### src/rtl/pc_sequencer.sv
// pc_sequencer: fetch-side PC control. Picks the PC source, gates the PC
// enable on fetch/memory/hazard stalls, holds a redirect that could not be
// applied in its arrival cycle, and freezes the PC once halted.
module pc_sequencer #(
  parameter int CNT_W = 16
) (
  input  logic             CLK,
  input  logic             nRST,
  input  logic             ihit,
  input  logic             dwait,
  input  logic             hz_stall,
  input  logic             br_req,
  input  logic             j_req,
  input  logic             jr_req,
  input  logic             halt_req,
  output logic [1:0]       pc_src,
  output logic             pcEN,
  output logic             ifid_flush,
  output logic             halt,
  output logic [CNT_W-1:0] stall_cnt
);

  typedef enum logic [1:0] {RUN, HOLD_REDIR, HALTED} state_t;

  localparam logic [1:0] SRC_SEQ = 2'b00;

  state_t     state;
  logic [1:0] redir_q;
  logic [1:0] code;
  logic       has_redir;
  logic       fire;
  logic       advance;

  // redirect priority jr > j > br; fire means fetch can take a new PC now
  always_comb begin
    code = SRC_SEQ;
    if (jr_req)      code = 2'b11;
    else if (j_req)  code = 2'b10;
    else if (br_req) code = 2'b01;
    has_redir = br_req | j_req | jr_req;
    fire      = ihit & ~dwait;
    advance   = fire & ~hz_stall;
  end

  // PC controls; a redirect ignores hz_stall since it squashes the stalled op
  always_comb begin
    pc_src     = SRC_SEQ;
    pcEN       = 1'b0;
    ifid_flush = 1'b0;
    if (nRST && !halt_req) begin
      unique case (state)
        RUN: begin
          if (has_redir) begin
            pc_src     = code;
            pcEN       = fire;
            ifid_flush = fire;
          end else begin
            pcEN = advance;
          end
        end
        HOLD_REDIR: begin
          // a fresh redirect in the apply cycle replaces the pending one
          pc_src     = (has_redir && fire) ? code : redir_q;
          pcEN       = fire;
          ifid_flush = fire;
        end
        default: ;
      endcase
    end
  end

  // state, pending redirect and halt flag
  always_ff @(posedge CLK or negedge nRST) begin
    if (!nRST) begin
      state   <= RUN;
      redir_q <= SRC_SEQ;
      halt    <= 1'b0;
    end else begin
      unique case (state)
        RUN: begin
          if (halt_req) begin
            state   <= HALTED;
            halt    <= 1'b1;
            redir_q <= SRC_SEQ;
          end else if (has_redir && !fire) begin
            state   <= HOLD_REDIR;
            redir_q <= code;
          end
        end
        HOLD_REDIR: begin
          if (halt_req) begin
            state   <= HALTED;
            halt    <= 1'b1;
            redir_q <= SRC_SEQ;
          end else if (fire) begin
            state   <= RUN;
            redir_q <= SRC_SEQ;
          end else if (has_redir) begin
            redir_q <= code;
          end
        end
        default: begin
          state <= HALTED;
          halt  <= 1'b1;
        end
      endcase
    end
  end

  // saturating count of held-PC cycles, frozen once halted
  always_ff @(posedge CLK or negedge nRST) begin
    if (!nRST) begin
      stall_cnt <= '0;
    end else if (state != HALTED && !pcEN && stall_cnt != {CNT_W{1'b1}}) begin
      stall_cnt <= stall_cnt + 1'b1;
    end
  end

endmodule

### config.mk
export PLATFORM = sky130hd
export DESIGN_NAME = pc_sequencer
export DESIGN_NICKNAME = d
export VERILOG_FILES = /design/src/rtl/pc_sequencer.sv
export SDC_FILE = /design/constraint.sdc
export NUM_CORES = 1
export LEC_CHECK = 0
export ABC_AREA = 1
export BUFFER_PORTS_ARGS = -buffer_cell sky130_fd_sc_hd__buf_2
export CAP_MARGIN = 10
export CORE_MARGIN = 5
export CORE_UTILIZATION = 46
export DETAILED_ROUTE_END_ITERATION = 16
export GPL_ROUTABILITY_DRIVEN = 1
export MAX_ROUTING_LAYER = met4
export PLACE_DENSITY = 0.69
export SYNTH_ARGS = -nofsm -noshare
export SYNTH_HDL_FRONTEND = slang
export SYNTH_SLANG_ARGS = --single-unit
### constraint.sdc
create_clock -name CLK -period 3.44 [get_ports CLK]
set_clock_uncertainty 0.1 [all_clocks]
set_input_delay 0.344 -clock CLK [delete_from_list [all_inputs] [get_ports CLK]]
set_output_delay 0.344 -clock CLK [all_outputs]
set_load 0.02 [all_outputs]
==> results of run 1 <==
[area by class of cell]
class | instances | area (sq um)
Clock buffer | 3 | 22.5
Clock inverter | 1 | 5.00
Fill cell | 319 | 1380
Inverter | 23 | 86.3
Multi-Input combinational cell | 167 | 788
Sequential cell | 21 | 526
Tap cell | 33 | 41.3
Timing Repair Buffer | 30 | 155
[synthesized netlist by cell type (all sizes together)]
master	number	area [sq um]
nand2	100	390
dfrtp	21	526
a211oi	1	7.51
nand3	18	108
o21ai	1	5.00
and2	1	6.26
a21oi	2	10.0
xnor2	4	35.0
inv	23	86.3
buf	2	26.3
or2	1	6.26
nor2	28	138
nand4	7	43.8
ha	1	12.5
xor2	3	26.3
[cell families after synthesis]
family / synth area share (%)
compound gates: 1.58
xor+xnor: 4.30
fa+ha+maj: 0.877
buf+inv: 7.89
flops: 36.8
simple gates: 48.5
[placed cells by master (no fill, tap or decap)]
cell / n
nand3_1: 16
nand2_4: 1
nor2_4: 4
and2_1: 1
nand3_2: 1
a211oi_1: 1
a21oi_1: 2
o21ai_0: 1
or2_2: 1
nand4_1: 7
nand3_4: 1
dfrtp_1: 21
nor2_1: 23
clkbuf_4: 3
nor2_2: 1
xor2_1: 3
xnor2_1: 4
nand2_2: 3
dlygate4sd3_1: 1
nand2_1: 96
inv_1: 21
inv_2: 2
ha_1: 1
clkinv_2: 1
buf_2: 29
[critical path: cells and delay by family]
| family | cells | cell delay [ns] |
|---|---|---|
| buffers and inverters | 4 | 1.16 |
| and+or+nand+nor | 3 | 0.38 |
[per-layer routing]
layer | vias to the layer above | GRT usage (%) | routed length, um
met1 | 611 | 22.2 | 1470
met2 | 26 | 24.2 | 1370
li1 | 726 | - | -
met3 | 5 | 2.56 | 157
met5 | - | - | 0
met4 | 0 | 6.22 | 49
[through the flow]
stage	power (W)	utilization [%]	cell area (sq um)	setup slack (ns)	std cells
after floorplan	0.000297	-	1430	1.75	213
after global placement	0.000319	52.8	1590	1.62	273
after detailed placement	0.000320	52.8	1590	1.61	273
after CTS	0.000444	54.1	1620	1.07	278
after global routing	0.000463	54.1	1620	0.855	278
final	0.000435	54.1	1620	1.11	278
[worst paths after layout]
check | end | slack (ns) | cells past startpoint | from
hold / removal | state[1]$_DFFE_PN0P_ | 0.17 | 3 | halt_req
hold reg to reg | halt$_DFFE_PN0P_ | 0.38 | 1 | halt$_DFFE_PN0P_
max in group asynchronous | stall_cnt[6]$_DFFE_PN0P_ | 2.48 | 2 | nRST
setup reg to reg | stall_cnt[13]$_DFFE_PN0P_ | 1.68 | 8 | stall_cnt[0]$_DFFE_PN0P_
min in group asynchronous | stall_cnt[0]$_DFFE_PN0P_ | 0.42 | 2 | nRST
setup / recovery | pcEN | 1.11 | 7 | nRST
[registers in the layout, indices dropped and copies added (netlist names)]
register,flops
redir_q,2
stall_cnt,16
halt,1
state,2
[power by group through the flow]
stage / combinational (W) / sequential (W) / clock, W
floorplan: 0.0000219 / 0.000275 / 0
finish: 0.0000498 / 0.000266 / 0.000119
global placement: 0.0000489 / 0.000270 / 0
global route: 0.0000575 / 0.000268 / 0.000138
CTS: 0.0000510 / 0.000266 / 0.000127
detailed placement: 0.0000499 / 0.000270 / 0
==> results.toml, run 1 <==
[die]
die-height_um = 65.7
rows = 20
dieArea_sq_mm = 0.00431
dieWidth_um = 65.7
initial_cell_density_of_the_core_pct = 47.5
ioPinCount = 30
core_area_sq_mm = 0.00300

[worst_setup_path]
crit_type = "primary input to output pin"
slowest_delay_ns = 0.52
cp_data_arrival_time_ns = 1.89
timing.critical_path.from_type = "primary input"
required_ns = 3.00
critical_path.cell_chain = "dlygate4sd3_1 -> buf_2 -> nand3_1 -> nor2_1 -> nand2_2 -> inv_1 -> buf_2"
cpMaxStageDelayCell = "dlygate4sd3_1"
critical_path_peak_fanout = 23
critPathCaptureType = "output pin"
cpMostUsedCell = "buf_2"

[routing]
via_per_inst = 4.92
route.vias.total = 1368
final_antenna_net_count = 0
routed_wl_mm = 3.04
tritonroute_pass_1_iters = 4
drt_drc_violations_left = 0
drc_marker_count_from_the_first_detailed_route_iteration = 72
average_wire_per_standard_cell_um = 10.9

[yosys]
synth_nets = 223
netlist_instances = 213
synth-seq-area-share_pct = 36.8
synth-seq-cells = 21
ys.warnings.count = 0
avgSynthCellArea_sq_um = 6.70
netlist_area_sq_mm = 0.00143
synth.distinct_cells = 23

[pwr]
sequentialPowerShare_pct = 61.2
static-leakage-power_nw = 0.892
peakVddDrop_v = 0.000208
clockPowerShare_pct = 27.4
share_comb_of_total_power_pct = 11.5
p_sw_share_pct = 27.2
power.density_mw_per_mm2 = 268
net-switching-power_w = 0.000118
internal-power_w = 0.000316

[outcome]
outcome = "finished, final reports clean"

[cts]
cts_buffer_depth = 2
htreeDepth = 1
cts.hold.buffers_added = 1
cts.repair.resized = 0
clock_sink_count = 21
clk_latency_ns = 0.31
clk_pin_slew_ns = 0.11
postCtsSetupBuffers = 0
cell_at_the_root_of_the_clock_tree = "clkbuf_4"
numCtsBuffers = 3
tritoncts_clock_tree = "yes"

[place]
detailedPlacementHpwl_mm = 2.33
gp_congestion = 0.882
io_buffers = 29

[grt]
global_route.usage.total_pct = 16.3
grt_first_pass_wirelength_mm = 5.42
initial_antenna_violation_count = 0
first_global_vias = 1197
grt_start_max_net_pins = 24
grt.overflow.total = 0

[sta]
headroom_to_the_max_slew_limit_pct = 66.5
hold-worst-slack_ns = 0.173
final_period_minus_worst_setup_slack_ns = 2.33
maxClockFrequency_ghz = 0.429
layout_worst_path_cycle_share_pct = 67.8
timing.setup.tns_ns = 0
worstMarginPinSlew_ns = 0.503
hold_viol = 0
final_max_slew_viol_count = 0
setup_repair_after_global_routing_missed_its_margin = "false"
report.final.setup_viol = 0

[finish]
area.growth.synth_to_final_pct = 13.9
number_of_nets_at_the_end_of_the_flow = 256
post_route_cells_drive_above_1_share_pct = 19.2
antennaDiodeCount = 0

[run]
max_cap_viol_count = 0

[hold_path]
min-delay-path-class = "primary input to register"
Note: power is estimated with default switching activity, not from simulation.
==> run 2: changes to the inputs <==
==> constraint.sdc (replaced) <==
create_clock -name CLK -period 2.2 [get_ports CLK]
set_clock_uncertainty 0.1 [all_clocks]
set_input_delay 0.22 -clock CLK [delete_from_list [all_inputs] [get_ports CLK]]
set_output_delay 0.22 -clock CLK [all_outputs]
set_load 0.02 [all_outputs]
==> run 2 against run 1 <==
  * Hold slack worse by 0.12 ns
  * Routed wire length up 1.7%
  * Non-clock buffer count up 1
  * Combinational power up 62%
  * Largest power group unchanged
  * Highest routed layer unchanged
  * Via count down 1.2%
  * Sequential power up 56%
  * Clock-buffer cell count up 1
  * Total power up 57%
==> results.toml, run 2 (same netlist as run 1, synthesis figures left out) <==
[grt]
grt_start_max_net_pins = 23
grt_first_pass_wirelength_mm = 5.49
first_global_vias = 1263
grt.overflow.total = 0
global_route.usage.total_pct = 16.5
initial_antenna_violation_count = 0

[cts]
htreeDepth = 1
postCtsSetupBuffers = 0
clock_sink_count = 21
cell_at_the_root_of_the_clock_tree = "clkbuf_4"
tritoncts_clock_tree = "yes"
clk_pin_slew_ns = 0.11
cts_buffer_depth = 2
clk_latency_ns = 0.30
cts.repair.resized = 0
cts.hold.buffers_added = 1
numCtsBuffers = 3

[run]
max_cap_viol_count = 0

[place]
placement.setup.worst_slack_ns = 0.506
gp_congestion = 0.866
detailedPlacementHpwl_mm = 2.39
io_buffers = 29

[hold_path]
timing.hold.worst_path_depth = 3
min_delay_worst_endpoint = "state[1]$_DFFE_PN0P_"
min-delay-path-class = "primary input to register"
hold_path_startpoint = "halt_req"

[worst_setup_path]
required_ns = 1.88
worstReg2RegEnd = "stall_cnt[2]$_DFFE_PN0P_"
cp_data_arrival_time_ns = 1.56
timing.critical_path.from_type = "primary input"
worst_r2r_startpoint = "stall_cnt[0]$_DFFE_PN0P_"
rr_worst_depth = 8
critPathCaptureType = "output pin"
crit_type = "primary input to output pin"
rrSetupSlack_ns = 0.48
critical_path_peak_fanout = 22

[routing]
final_antenna_net_count = 0
drt_drc_violations_left = 0
average_wire_per_standard_cell_um = 11.1
via_per_inst = 4.84
routed_wl_mm = 3.09
route.vias.total = 1351
drc_marker_count_from_the_first_detailed_route_iteration = 66
tritonroute_pass_1_iters = 4

[sta]
timing.setup.tns_ns = 0
hold_viol = 0
worstMarginPinSlew_ns = 0.350
setup_repair_after_global_routing_missed_its_margin = "false"
final_max_slew_viol_count = 0
maxClockFrequency_ghz = 0.532
layout_worst_path_cycle_share_pct = 85.4
final_period_minus_worst_setup_slack_ns = 1.88
worst_slack_ns = 0.321
headroom_to_the_max_slew_limit_pct = 76.6
report.final.setup_viol = 0

[pwr]
clockPowerShare_pct = 27.2
share_comb_of_total_power_pct = 11.9
static-leakage-power_nw = 0.894
power.density_mw_per_mm2 = 417
net-switching-power_w = 0.000182
internal-power_w = 0.000499
sequentialPowerShare_pct = 61.0
peakVddDrop_v = 0.000274
total_power_w = 0.000680
p_sw_share_pct = 26.7

[finish]
post_route_cells_drive_above_1_share_pct = 19.1
commonest_cells_after_routing_fill_and_taps_aside = "96 x nand2_1, 29 x buf_2, 23 x nor2_1"
largest_register_ff_count = 16
registers.top_by_ff_count = "stall_cnt"
layout_commonest_cell = "nand2_1"
reg_top3 = "stall_cnt: 16 flops, redir_q: 2 flops, state: 2 flops"
number_of_nets_at_the_end_of_the_flow = 257
antennaDiodeCount = 0
area.growth.synth_to_final_pct = 14.3

[die]
dieWidth_um = 65.7
die-height_um = 65.7
dieArea_sq_mm = 0.00431
initial_cell_density_of_the_core_pct = 47.5
core_area_sq_mm = 0.00300
rows = 20
ioPinCount = 30

[outcome]
outcome = "finished, final reports clean"
[run 2: metal layers]
metal | global-route usage, % | up-vias | part of all wire [%]
li1 | - | 724 | -
met1 | 22.2 | 597 | 49
met2 | 25.5 | 28 | 45
met3 | 2.39 | 2 | 5.1
met4 | 5.44 | 0 | 0.26
met5 | - | - | 0
[run 2: critical path: stages]
cell and delay (ns):
dlygate4sd3_1 0.52, buf_2 0.12, buf_4 0.28, nand2_1 0.12, a21oi_1 0.12, buf_2 0.17
[run 2: final cells by class]
type	count	area, sq um
inverters	23	86.3
clock buffers	4	26.3
repair buffers	31	163
well taps	33	41.3
multi-input cells	167	788
fillers	320	1370
flip-flops and latches	21	526
[run 2: through the flow]
stage | instances | hold slack [ns] | utilization, % | area, sq um
after floorplan | 213 | -0.176 | - | 1430
after global placement | 274 | 0.148 | 53.1 | 1590
after detailed placement | 274 | 0.152 | 53.1 | 1590
after CTS | 279 | 0.0506 | 54.3 | 1630
after global routing | 279 | 0.0570 | 54.3 | 1630
final | 279 | 0.0571 | 54.3 | 1630
[run 2: power by group through the flow]
stage                     clock network [W]  registers [W]   logic, W
after floorplan                           0       0.000430  0.0000342
after global placement                    0       0.000421  0.0000795
after detailed placement                  0       0.000422  0.0000811
after CTS                          0.000200       0.000415  0.0000828
after global routing               0.000216       0.000418  0.0000918
final                              0.000185       0.000415  0.0000806
[run 2: how the worst max path moves through the flow]
stage,from,to,slack [ns],depth (start not counted)
after detailed placement,stall_cnt[0]$_DFFE_PN0P_,stall_cnt[4]$_DFFE_PN0P_,0.51,8
after floorplan,stall_cnt[0]$_DFFE_PN0P_,stall_cnt[2]$_DFFE_PN0P_,0.51,9
final,nRST,pc_src[0],0.32,6
after CTS,nRST,pc_src[0],0.30,6
after global routing,nRST,pc_src[0],0.15,6
after global placement,stall_cnt[0]$_DFFE_PN0P_,stall_cnt[4]$_DFFE_PN0P_,0.53,8
